==> config.mk <==
export PLATFORM = sky130hd
export DESIGN_NAME = crc16_lfsr_step
export DESIGN_NICKNAME = d
export VERILOG_FILES = /design/src/rtl/crc16_pkg.sv /design/src/rtl/crc16_lfsr_step.sv
export SDC_FILE = /design/constraint.sdc
export NUM_CORES = 1
export LEC_CHECK = 0
export ABC_AREA = 1
export CORE_UTILIZATION = 30
export DETAILED_ROUTE_END_ITERATION = 6
export GPL_TIMING_DRIVEN = 0
export PLACE_DENSITY = 0.89
export SYNTH_ARGS = -nofsm -noshare
export SYNTH_HDL_FRONTEND = slang
export SYNTH_SLANG_ARGS = --single-unit
==> constraint.sdc <==
create_clock -name vclk -period 1.75
set_input_delay 0.2625 -clock vclk [all_inputs]
set_output_delay 0.2625 -clock vclk [all_outputs]
set_load 0.02 [all_outputs]
==> src/rtl/crc16_pkg.sv <==
// Shared CRC-16 constants and checker state encoding.
// Used by the serial checker, its LFSR step and the reference models.
package crc16_pkg;
    localparam int                CRC_W    = 16;
    localparam logic [CRC_W-1:0] POLY_DEF = 16'h1021;
    localparam logic [CRC_W-1:0] INIT_DEF = 16'h0000;

    typedef enum logic [1:0] {
        IDLE = 2'd0,
        RECV = 2'd1,
        DONE = 2'd2
    } state_t;
endpackage

==> src/rtl/crc16_lfsr_step.sv <==
// One-bit CRC-16 LFSR update, MSB first, non-reflected.
// Purely combinational; no latency, no flow control.
module crc16_lfsr_step
    import crc16_pkg::*;
(
    input  logic [CRC_W-1:0] lfsr_cur,
    input  logic             din,
    input  logic [CRC_W-1:0] poly,
    output logic [CRC_W-1:0] lfsr_nxt
);
    logic fb;

    assign fb       = lfsr_cur[CRC_W-1] ^ din;
    assign lfsr_nxt = {lfsr_cur[CRC_W-2:0], 1'b0} ^ (fb ? poly : '0);
endmodule

==> impl_results.html <==
<table>
<tr><th>Metric</th><th>Value</th></tr>
<tr><th colspan="2">Status</th></tr>
<tr><td>Run status</td><td>finished clean</td></tr>
<tr><th colspan="2">Synthesis</th></tr>
<tr><td>Cell count after synthesis</td><td>86</td></tr>
<tr><td>Syn nets</td><td>119</td></tr>
<tr><td>Compound-cell area share of the yosys netlist</td><td>0%</td></tr>
<tr><td>Combinational family with the most area after synthesis</td><td>simple AND/OR/NAND/NOR gates</td></tr>
<tr><td>Basic-gate share of the synthesized area counting and, or, nand and nor cells</td><td>72.34%</td></tr>
<tr><td>Post-Synth XOR/XNOR Area</td><td>0%</td></tr>
<tr><td>Syn Std Cell Area</td><td>411.6 sq um</td></tr>
<tr><td>Number of distinct standard cells referenced by the synthesized netlist</td><td>9</td></tr>
<tr><td>Register area share after synthesis</td><td>0%</td></tr>
<tr><td>Syn avg cell area</td><td>4.787 sq um</td></tr>
<tr><td>Adder-cell area share of the yosys netlist</td><td>0%</td></tr>
<tr><td>Warnings, synthesis</td><td>0</td></tr>
<tr><td>Mux cell area share after synthesis</td><td>0%</td></tr>
<tr><th colspan="2">Die</th></tr>
<tr><td>Count of boundary I/O pins</td><td>49</td></tr>
<tr><td>Die footprint</td><td>1524 sq um</td></tr>
<tr><td>Cell Rows</td><td>12</td></tr>
<tr><td>Core Region</td><td>1186 sq um</td></tr>
<tr><td>Die boundary width</td><td>39.04 um</td></tr>
<tr><td>Initial standard-cell utilization of the core</td><td>34.70%</td></tr>
<tr><td>Chip height</td><td>39.04 um</td></tr>
<tr><th colspan="2">Setup path</th></tr>
<tr><td>Kind of critical path</td><td>input port to output pin</td></tr>
<tr><td>Startpoint of the most critical setup path</td><td>din</td></tr>
<tr><td>Kind of end point of the critical path</td><td>output pin</td></tr>
<tr><td>Setup crit end</td><td>lfsr_nxt[0]</td></tr>
<tr><td>Required time of the critical path</td><td>1.49 ns</td></tr>
<tr><td>Sort of element at the start of the critical path</td><td>input port</td></tr>
<tr><td>Arr. time, crit path</td><td>1.44 ns</td></tr>
<tr><td>Crit path max fanout</td><td>6</td></tr>
<tr><th colspan="2">Cells and area</th></tr>
<tr><td>Final net count</td><td>172</td></tr>
<tr><td>Total of fill cells in the finished design</td><td>103</td></tr>
<tr><td>Area of the multi-input gates</td><td>302.8 sq um</td></tr>
<tr><td>Layout-stage area growth over the synthesis result</td><td>111.9%</td></tr>
<tr><td>Number of antenna cells inserted</td><td>0</td></tr>
<tr><td>Final Cell Area</td><td>872.1 sq um</td></tr>
<tr><td>Final core utilization</td><td>73.52%</td></tr>
<tr><td>FF/Latch Area</td><td>0 sq um</td></tr>
<tr><td>Ratio of cells with drive above 1 in the final layout</td><td>18.25%</td></tr>
<tr><td>Final sequential cell count</td><td>0</td></tr>
<tr><td>Filler-free cell count of the finished design</td><td>151</td></tr>
<tr><td>Count of clock-net buffers in the final layout</td><td>0</td></tr>
<tr><th colspan="2">Route</th></tr>
<tr><td>Detail-routed net length per standard cell</td><td>13.03 um</td></tr>
<tr><td>Total via count after detailed routing</td><td>786</td></tr>
<tr><td>Number of routed nets with antenna violations</td><td>0</td></tr>
<tr><td>Via count normalized by instance count</td><td>5.205</td></tr>
<tr><td>Total routed wirelength</td><td>1968 um</td></tr>
<tr><td>Initial DRT Pass Iterations</td><td>4</td></tr>
<tr><td>Initial DRC Count</td><td>18</td></tr>
<tr><td>Number of DRC violations after detailed routing</td><td>0</td></tr>
<tr><th colspan="2">Pwr</th></tr>
<tr><td>Combinational share of power</td><td>100.0%</td></tr>
<tr><td>Leakage power total</td><td>0.5009 nW</td></tr>
<tr><td>Net switching fraction of the power</td><td>50.42%</td></tr>
<tr><td>Worst vdd rail ir drop</td><td>0.1446 mV</td></tr>
<tr><td>Power per unit of standard cell area</td><td>301.6 nW/um^2</td></tr>
<tr><td>Internal Power</td><td>0.1304 mW</td></tr>
<tr><td>Share of total power in the clock network</td><td>0%</td></tr>
<tr><td>Total Power</td><td>0.2630 mW</td></tr>
<tr><td>Share of power burned in registers</td><td>0%</td></tr>
<tr><td>Switching power total</td><td>0.1326 mW</td></tr>
<tr><th colspan="2">Placement</th></tr>
<tr><td>Post-placement cell count</td><td>149</td></tr>
<tr><td>Pre-CTS worst setup slack</td><td>-0.4121 ns</td></tr>
<tr><td>Estimated wirelength of the detail-placed design</td><td>1540 um</td></tr>
<tr><td>Final weighted congestion in routability-driven placement</td><td>0.8163</td></tr>
<tr><td>Total of buffers placed on input and output ports</td><td>49</td></tr>
<tr><td>Post-detailed-placement cell area</td><td>919.6 sq um</td></tr>
<tr><th colspan="2">STA</th></tr>
<tr><td>Portion of the clock cycle consumed by the worst path in the final layout</td><td>97.21%</td></tr>
<tr><td>Final hold slack</td><td>1.195 ns</td></tr>
<tr><td>Final Critical Period</td><td>1.701 ns</td></tr>
<tr><td>Post-Route Setup TNS</td><td>0 ns</td></tr>
<tr><td>Final Max Tran Viols</td><td>0</td></tr>
<tr><td>Setup repair after global routing missed its margin</td><td>false</td></tr>
<tr><td>Max Clock Freq</td><td>587.9 MHz</td></tr>
<tr><td>Least-Margin Pin Slew</td><td>0.1224 ns</td></tr>
<tr><td># setup viols final</td><td>0</td></tr>
<tr><td>Remaining max-slew budget at the tightest pin</td><td>91.84%</td></tr>
<tr><td>Hold Violations, Final</td><td>0</td></tr>
<tr><td>Post-layout worst setup margin</td><td>0.04891 ns</td></tr>
<tr><th colspan="2">Global route</th></tr>
<tr><td>Largest net degree at the start of global routing</td><td>11</td></tr>
<tr><td>Global-route total usage across every layer</td><td>27.69%</td></tr>
<tr><td>Antenna violations before repair</td><td>0</td></tr>
<tr><td>Vias in the first global route</td><td>722</td></tr>
<tr><td>First-pass GRT wire length</td><td>3008 um</td></tr>
<tr><td>Sum of overflow across all layers after global routing</td><td>0</td></tr>
<tr><th colspan="2">Run</th></tr>
<tr><td>Max-cap check violation count</td><td>0</td></tr>
<tr><th colspan="2">Clocking</th></tr>
<tr><td>Number of hold-repair buffers added at the cts stage</td><td>0</td></tr>
<tr><th colspan="2">Hold path</th></tr>
<tr><td>Launch point of the worst hold path</td><td>lfsr_cur[4]</td></tr>
<tr><td>Path class of the lowest-slack min-delay path</td><td>input port to output pin</td></tr>
</table>
[Yosys cell counts (all sizes together)]
cell type / number / area share [%]
nand2: 32 / 30
inv: 17 / 16
nand3: 15 / 18
nand4: 15 / 23
buf: 6 / 12
and3: 1 / 1.5
[layer usage]
layer  part of all wire (%)  GRT usage [%]  up-vias
li1                       -              -      391
met1                     39          29.73      350
met2                     53          57.08       41
met3                    6.3          2.312        4
met4                    1.7          4.310        0
met5                      0              0        -
[layout by cell type, fill, tap and decap left out]
master,Yosys,routed
clkdlybuf4s50_1,0,33
nand2_1,31,31
inv_1,17,17
nand3_1,15,15
nand4_1,15,15
buf_2,1,15
buf_4,3,5
buf_6,2,3
nand2_4,0,1
and3_1,1,1
clkdlybuf4s15_2,0,1
[worst min path at each step]
stage	to	slack [ns]	cells past startpoint
after floorplan	lfsr_nxt[10]	0.69	2
after global placement	lfsr_nxt[12]	1.57	4
after detailed placement	lfsr_nxt[8]	1.58	4
after CTS	lfsr_nxt[5]	1.20	4
after global routing	lfsr_nxt[5]	1.23	4
final	lfsr_nxt[5]	1.20	4
[critical path, stage by stage]
cell             delay [ns]
clkdlybuf4s50_1        0.49
inv_1                  0.07
nand2_4                0.10
buf_6                  0.12
and3_1                 0.14
clkdlybuf4s15_2        0.26
[timing repair]
item	CTS	global route
setup buffers	0	0
endpoints found under the setup margin	16	0
hold endpoints to repair	0	0
gates resized for setup	68	0
[cells by family (layout without fill, tap and decap cells)]
logic type / Yosys count / after routing
AND/OR/NAND/NOR: 63 / 63
buffers and inverters: 23 / 74
[cell type report]
type                            count  share of cell area, %
Multi-Input combinational cell     63                  34.72
Tap cell                           14                  2.009
Buffer                              6                  6.456
Timing Repair Buffer               51                  49.50
Inverter                           17                  7.317
[power groups by stage]
stage / Sequential, mW / Combinational, mW / Clock (mW)
2_1_floorplan: 0 / 0.123 / 0
3_3_place_gp: 0 / 0.277 / 0
3_5_place_dp: 0 / 0.287 / 0
4_1_cts: 0 / 0.263 / 0
5_1_grt: 0 / 0.283 / 0
6_report: 0 / 0.263 / 0
(Power assumes the default switching activity.)
